`src/rtl/uart_pkg.sv`:
```
// Shared definitions for the UART receive path: controller FSM encoding,
// default frame width and the level-counter width helper.
package uart_pkg;

  // Default frame width; uart_rx and uart_rx_ctrl must agree on it.
  localparam int DATA_BITS_DEF = 8;

  // Receive controller states.
  typedef enum logic [2:0] {
    ST_OFF     = 3'd0,
    ST_ARM     = 3'd1,
    ST_RUN     = 3'd2,
    ST_DRAIN   = 3'd3,
    ST_RECOVER = 3'd4
  } rx_state_e;

  // Bits needed to count 0..depth inclusive (depth is a power of two).
  function automatic int level_w(input int depth);
    return $clog2(depth) + 1;
  endfunction

endpackage

```
`src/rtl/uart_rx_fifo.sv`:
```
// Synchronous show-ahead receive FIFO. Pointers carry one extra wrap bit so
// full and empty are distinguished when the address bits are equal.
// head is the oldest entry whenever empty=0 and reads as zero when empty.
module uart_rx_fifo
  import uart_pkg::*;
#(
  parameter int DATA_BITS = DATA_BITS_DEF,
  parameter int DEPTH     = 16
) (
  input  logic                      clk,
  input  logic                      PRESET,
  input  logic                      push,
  input  logic [DATA_BITS-1:0]      push_data,
  input  logic                      pop,
  input  logic                      flush,
  output logic [DATA_BITS-1:0]      head,
  output logic                      empty,
  output logic                      full,
  output logic [level_w(DEPTH)-1:0] level
);

  localparam int AW = $clog2(DEPTH);

  logic [AW:0]          wr_ptr;
  logic [AW:0]          rd_ptr;
  logic [DATA_BITS-1:0] mem [DEPTH];
  logic                 do_push;
  logic                 do_pop;

  assign level = wr_ptr - rd_ptr;
  assign empty = (wr_ptr == rd_ptr);
  assign full  = (level == (AW+1)'(DEPTH));

  // A pop on empty is ignored; a push on full only lands if a pop frees a slot
  // in the same cycle. Flush overrides both.
  assign do_pop  = pop && !empty && !flush;
  assign do_push = push && (!full || (pop && !empty)) && !flush;

  assign head = empty ? '0 : mem[rd_ptr[AW-1:0]];

  // Pointer update: reset and flush return both pointers to zero.
  always_ff @(posedge clk) begin
    if (PRESET || flush) begin
      wr_ptr <= '0;
      rd_ptr <= '0;
    end else begin
      if (do_push) wr_ptr <= wr_ptr + (AW+1)'(1);
      if (do_pop)  rd_ptr <= rd_ptr + (AW+1)'(1);
    end
  end

  // Storage write; contents need no reset since head is masked while empty.
  always_ff @(posedge clk) begin
    if (do_push) mem[wr_ptr[AW-1:0]] <= push_data;
  end

endmodule

```
`src/rtl/uart_rx_ctrl.sv`:
```
// UART receive controller: sequences uart_rx (enable / soft reset), generates
// the oversample tick, buffers received bytes and keeps sticky error flags.
//
// Strobe semantics: rx_done is a one-cycle "byte valid" strobe with no
// back-pressure; the byte is taken in RUN/DRAIN if there is room (or a pop
// frees room that cycle), otherwise dropped with overrun. rd_en is a one-cycle
// pop strobe; rd_data is valid whenever fifo_empty=0 and rd_en on empty is a
// no-op.
module uart_rx_ctrl
  import uart_pkg::*;
#(
  parameter int DATA_BITS  = DATA_BITS_DEF,
  parameter int FIFO_DEPTH = 16,
  parameter int DIV_W      = 16
) (
  input  logic                           clk,
  input  logic                           PRESET,
  input  logic                           cfg_en,
  input  logic [DIV_W-1:0]               cfg_div,
  input  logic                           cfg_flush,
  input  logic                           err_clr,
  output logic                           s_tick,
  output logic                           rx_en,
  output logic                           rx_rst,
  input  logic [DATA_BITS-1:0]           rx_data,
  input  logic                           rx_done,
  input  logic                           rx_error,
  input  logic                           rx_busy,
  input  logic                           rd_en,
  output logic [DATA_BITS-1:0]           rd_data,
  output logic                           fifo_empty,
  output logic                           fifo_full,
  output logic [level_w(FIFO_DEPTH)-1:0] fifo_level,
  output logic                           overrun,
  output logic                           frame_err,
  output logic                           irq,
  output rx_state_e                      dbg_state
);

  rx_state_e        state;
  rx_state_e        state_next;
  logic [DIV_W-1:0] tick_cnt;
  logic             tick_run;
  logic             capture;
  logic             overrun_set;
  logic             frame_set;

  assign dbg_state = state;

  // Receiver controls decode straight from the state register.
  assign rx_en  = (state == ST_RUN);
  assign rx_rst = (state == ST_OFF) || (state == ST_RECOVER);

  // Tick counter is parked at zero in OFF and ARM so the first RUN period
  // is a full one.
  assign tick_run = (state == ST_RUN) || (state == ST_DRAIN) || (state == ST_RECOVER);
  assign s_tick   = tick_run && (tick_cnt == cfg_div);

  // Oversample tick counter: counts 0..cfg_div, wrapping on the tick.
  always_ff @(posedge clk) begin
    if (PRESET || !tick_run) begin
      tick_cnt <= '0;
    end else if (s_tick) begin
      tick_cnt <= '0;
    end else begin
      tick_cnt <= tick_cnt + DIV_W'(1);
    end
  end

  // FSM state register.
  always_ff @(posedge clk) begin
    if (PRESET) state <= ST_OFF;
    else        state <= state_next;
  end

  // FSM next-state logic.
  always_comb begin
    state_next = state;
    case (state)
      ST_OFF:     if (cfg_en) state_next = ST_ARM;
      ST_ARM:     state_next = ST_RUN;
      ST_RUN: begin
        if (rx_error)     state_next = ST_RECOVER;
        else if (!cfg_en) state_next = ST_DRAIN;
      end
      ST_DRAIN:   if (!rx_busy && !rx_done) state_next = ST_OFF;
      ST_RECOVER: state_next = cfg_en ? ST_ARM : ST_OFF;
      default:    state_next = ST_OFF;
    endcase
  end

  // Bytes are accepted only while the receiver is live or finishing a frame.
  assign capture     = rx_done && ((state == ST_RUN) || (state == ST_DRAIN));
  assign overrun_set = capture && fifo_full && !rd_en;
  assign frame_set   = (state == ST_RUN) && rx_error;

  // Sticky error flags; a set in the same cycle as err_clr wins.
  always_ff @(posedge clk) begin
    if (PRESET) begin
      overrun   <= 1'b0;
      frame_err <= 1'b0;
    end else begin
      overrun   <= overrun_set | (overrun   & ~err_clr);
      frame_err <= frame_set   | (frame_err & ~err_clr);
    end
  end

  assign irq = !fifo_empty || overrun || frame_err;

  uart_rx_fifo #(
    .DATA_BITS (DATA_BITS),
    .DEPTH     (FIFO_DEPTH)
  ) u_fifo (
    .clk       (clk),
    .PRESET    (PRESET),
    .push      (capture),
    .push_data (rx_data),
    .pop       (rd_en),
    .flush     (cfg_flush),
    .head      (rd_data),
    .empty     (fifo_empty),
    .full      (fifo_full),
    .level     (fifo_level)
  );

endmodule
```
`config.mk`:
```
export PLATFORM = sky130hd
export DESIGN_NAME = uart_rx_ctrl
export DESIGN_NICKNAME = d
export VERILOG_FILES = /design/src/rtl/uart_pkg.sv /design/src/rtl/uart_rx_fifo.sv /design/src/rtl/uart_rx_ctrl.sv
export SDC_FILE = /design/constraint.sdc
export NUM_CORES = 1
export LEC_CHECK = 0
export BUFFER_PORTS_ARGS = -buffer_cell sky130_fd_sc_hd__clkbuf_2
export CORE_ASPECT_RATIO = 1.4
export CORE_MARGIN = 2
export CORE_UTILIZATION = 45
export CTS_CLUSTER_DIAMETER = 150
export DETAILED_ROUTE_END_ITERATION = 8
export PLACE_DENSITY = 0.61
export SKIP_LAST_GASP = 1
export SLEW_MARGIN = 20
export SYNTH_ARGS = -nofsm -noshare
export SYNTH_HDL_FRONTEND = slang
export SYNTH_SLANG_ARGS = --single-unit
```
`constraint.sdc`:
```
create_clock -name clk -period 2.6 [get_ports clk]
set_clock_uncertainty 0.1 [all_clocks]
set_input_delay 0.78 -clock clk [delete_from_list [all_inputs] [get_ports clk]]
set_output_delay 0.78 -clock clk [all_outputs]
set_load 0.05 [all_outputs]
```
==> impl_metrics.csv <==
group,metric,value,unit
grt,global_route_wire_length_before_repair,22800,µm
cts,clkSlewWorstSetupHoldPaths,0.06,ns
finish,syn2layout_area_growth,31.83,%
timing,timing.slew.headroom,62.73,%
finish,regArea,4557,µm²
finish,multiInputGateArea,2557,µm²
floorplan,die-area,16360,µm²
critical_path,timing.reg2reg.worst_path_depth,13,
cts,insertion_delay,0.43,ns
finish,nNetsFinal,587,
power_and_ir_drop,pwr-share-clk,45.9,%
critical_path,critical-path-max-stage-delay,0.38,ns
power_and_ir_drop,vdd_ir_drop_max,343.3,µV
power_and_ir_drop,p_per_area,614.5,nW/µm²
critical_path,critPathArrivalTime,2.39,ns
floorplan,die_h,150.5,µm
floorplan,fp-row-count,53,
critical_path,timing.critical_path.to_type,"output port",
detailed_routing,detail_route.iter0.violations,174,
min_path,worst_hold_path_type,"reg -> reg",
detailed_routing,first_pass_iters,5,
timing,finalWorstSetupSlack,-0.6680,ns
status,result_of_the_run,"complete, but fails checks",
power_and_ir_drop,net_sw_power,1.093,mW
timing,maximum_operating_frequency,306.0,MHz
logic_synthesis,synth_seq_cells,163,
logic_synthesis,yosys_most_used_dff,"sky130_fd_sc_hd__edfxtp_1",
cts,numCtsBuffers,17,
critical_path,timing.critical_path.from,"u_fifo.wr_ptr[0]",
grt,grt.total_usage,19.31,%
logic_synthesis,number_of_unique_standard_cell_types_used_by_synthesis,43,
finish,final_util,60.71,%
finish,final_layout_size_suffix_gt1_share,44.96,%
critical_path,kind_of_critical_path,"reg -> out",
detailed_routing,drc_errors,0,
grt,globalRouteOverflowTotal,0,
detailed_routing,post_drt_via_cell_ratio,5.429,
grt,grt_antenna_before_repair,0,
timing,min_period,3.268,ns
cts,root_buffer,"sky130_fd_sc_hd__clkbuf_16",
logic_synthesis,synth_cells,424,
finish,number_of_fillers_in_the_final_layout,1172,
placed_design,dpl.hpwl,9946,µm
logic_synthesis,post_synth.cell_area_avg,16.28,µm²
detailed_routing,ant_nets,0,
critical_path,r2r-start,"u_fifo.wr_ptr[0]",
critical_path,critical_path_required,1.72,ns
placed_design,gp_congestion,0.7983,
timing,rsz0062_at_grt,"yes",
floorplan,die-width,108.7,µm
cts,cts_sinks,163,
grt,via_count_of_the_first_global_routing_pass,4255,
critical_path,critPathMaxFanout,2,
timing,layout_worst_path_cycle_share,125.7,%
finish,number_of_antenna_cells_inserted,0,
critical_path,critical_path_depth,8,
critical_path,timing.critical_path.cells,"inv_2 -> ha_4 -> inv_2 -> fa_2 -> xor2_4 -> or3_4 -> a2111oi_4 -> clkbuf_8",
power_and_ir_drop,combPwrFrac,3.7,%
grt,grt_start_max_net_pins,33,
critical_path,crit_path_top_delay_cell,"sky130_fd_sc_hd__fa_2",
status,violations_in_the_final_reports,"setup timing",
logic_synthesis,synth-warning-count,0,
logic_synthesis,synthesis.nets,468,
power_and_ir_drop,leakagePower,3.196,nW
placed_design,portBuffers,56,
critical_path,worst_r2r_endpoint,"u_fifo.mem[2][7]",
timing,final-setup-viol-count,147,
critical_path,worst_setup_path_endpoint,"fifo_full",
flow_run,maxCapViolCount,0,
min_path,worstHoldStart,"tick_cnt[0]",
logic_synthesis,synth.yosys.seq_area_share,65.84,%
power_and_ir_drop,seq_power_share,50.4,%
cts,clk_path_buf_depth,2,
floorplan,starting_density,46.05,%
critical_path,path_common_cell,"sky130_fd_sc_hd__inv_2",
power_and_ir_drop,totalPowerFinal,5.591,mW
detailed_routing,dr_total_vias,4061,
critical_path,critPathLaunchType,"register",
floorplan,core_area,14990,µm²
power_and_ir_drop,swShare,19.56,%
timing,worst-slew-pin-transition,0.5548,ns
logic_synthesis,synth-edff-count,128,
critical_path,ff2ff_setup_slack,-0.31,ns
cts,hold_buffers,0,
detailed_routing,drt-total-wl,14900,µm
timing,finalHoldViolations,0,
cts,clock_tree.htree_level_count,4,
critical_path,critical_path.top_delay_family,"adder cells",
critical_path,timing.critical_path.buf_inv,3,
power_and_ir_drop,internal_power,4.497,mW
detailed_routing,routedWlPerCell,19.92,µm
cts,tritoncts,"done",
logic_synthesis,cell_area_after_synthesis,6902,µm²
timing,count_of_pins_over_their_slew_limit,0,
logic_synthesis,synth-async-reset-ratio,0,%
floorplan,io_pins,57,
==> worst min-delay path by stage <==
stage / endpoint / slack (ns) / cells past startpoint
floorplan: tick_cnt[0] / 0.35 / 1
global placement: overrun / 0.37 / 2
detailed placement: overrun / 0.39 / 2
CTS: overrun / 0.39 / 2
global route: tick_cnt[0] / 0.42 / 1
finish: tick_cnt[0] / 0.39 / 1
==> sequential cells by signal (all words and copies together) (netlist names), named ones only <==
| register | flops |
|---|---|
| dbg_state | 3 |
| overrun | 1 |
| tick_cnt | 16 |
| u_fifo.mem | 128 |
| u_fifo.rd_ptr | 5 |
| u_fifo.wr_ptr | 5 |
| frame_err | 1 |
==> area by class of cell <==
type | instances | area share, %
clock buffer | 29 | 6.724
clock inverter | 3 | 0.2475
inverter | 9 | 0.3988
multi-input combinational | 237 | 28.11
sequential | 163 | 50.08
tap | 192 | 2.640
timing repair buffer | 115 | 11.80
==> placed cells by master, fill, tap and decap left out, drive strengths merged, types with 2 or more instances in the layout <==
cell type | synthesis | layout
xor2 | 24 | 24
or3 | 5 | 5
buf | 6 | 71
and2 | 6 | 6
and4b | 12 | 12
nor3 | 4 | 4
nand3b | 2 | 2
ha | 10 | 10
nor4 | 3 | 3
inv | 9 | 9
xnor2 | 11 | 11
clkinv | 0 | 3
edfxtp | 128 | 128
clkbuf | 9 | 73
a21oi | 9 | 9
nor2 | 33 | 33
nand2 | 22 | 22
nand4 | 7 | 7
mux4 | 40 | 40
nand2b | 2 | 2
mux2i | 5 | 5
nor2b | 14 | 14
or4 | 2 | 2
dfxtp | 35 | 35
nand3 | 4 | 4
o21ai | 4 | 4
and3 | 5 | 5
==> per-layer routing <==
metal  global-route usage [%]  routed length [µm]  part of all wire (%)  vias up
met5                        0                   0                     0        -
met4                    7.821                 235                   1.6        0
met3                    4.156                 489                   3.3       19
met2                    34.19                8158                    55       90
met1                    22.63                6016                    40     2079
li1                         -                   -                     -     1873
==> synth_stat cells (all sizes together), types with 6 or more instances <==
library cell / n / share of area (%)
a21oi: 9 / 0.65
and2: 6 / 0.54
and4b: 12 / 1.7
buf: 6 / 0.51
clkbuf: 9 / 0.49
dfxtp: 35 / 10
edfxtp: 128 / 56
ha: 10 / 1.8
inv: 9 / 0.49
mux4: 40 / 13
nand2: 22 / 1.2
nand4: 7 / 0.63
nor2: 33 / 1.8
nor2b: 14 / 1.3
xnor2: 11 / 1.4
xor2: 24 / 3.0
==> power groups by stage <==
stage / Combinational (mW) / Sequential [mW] / Clock (mW)
after floorplan: 0.0870 / 2.89 / 0
after detailed placement: 0.181 / 2.87 / 0
after global routing: 0.222 / 2.82 / 2.69
after global placement: 0.176 / 2.87 / 0
final: 0.207 / 2.82 / 2.57
after CTS: 0.195 / 2.82 / 2.62
==> per-stage QoR <==
stage                     setup WS [ns]  hold WS, ns  cell area, µm²  setup TNS [ns]  cells
after floorplan                 -0.8893       0.3510            7119         -110.60    424
after global placement          -0.4092       0.3727            7918          -36.58    697
after detailed placement        -0.4473       0.3854            7918          -43.86    697
after CTS                       -0.7222       0.3948            8877          -27.72    741
after global routing            -0.7564       0.4185            9099          -47.90    748
final                           -0.6680       0.3925            9099          -35.19    748
==> logic make-up (layout without fill, tap and decap cells) <==
| family | Yosys count | count (layout) | share of synthesized area [%] |
|---|---|---|---|
| muxes | 45 | 45 | 13.78 |
| AOI/OAI and AO/OA | 22 | 22 | 2.393 |
| adders and majority gates | 11 | 11 | 2.103 |
| buffers and inverters | 24 | 156 | 1.486 |
| DFF | 163 | 163 | 65.84 |
| and+or+nand+nor | 124 | 124 | 9.953 |
| xor gates and xnor gates | 35 | 35 | 4.442 |
==> what timing repair did <==
| action | CTS | global route |
|---|---|---|
| setup endpoints to repair | 148 | 158 |
| pin swaps | 9 | 20 |
| resized for setup | 47 | 74 |
| endpoints found under the hold margin | 0 | 0 |
| buffers inserted | 10 | 15 |
| cloned | 2 | 1 |
Note: power is estimated with default switching activity, not from simulation.
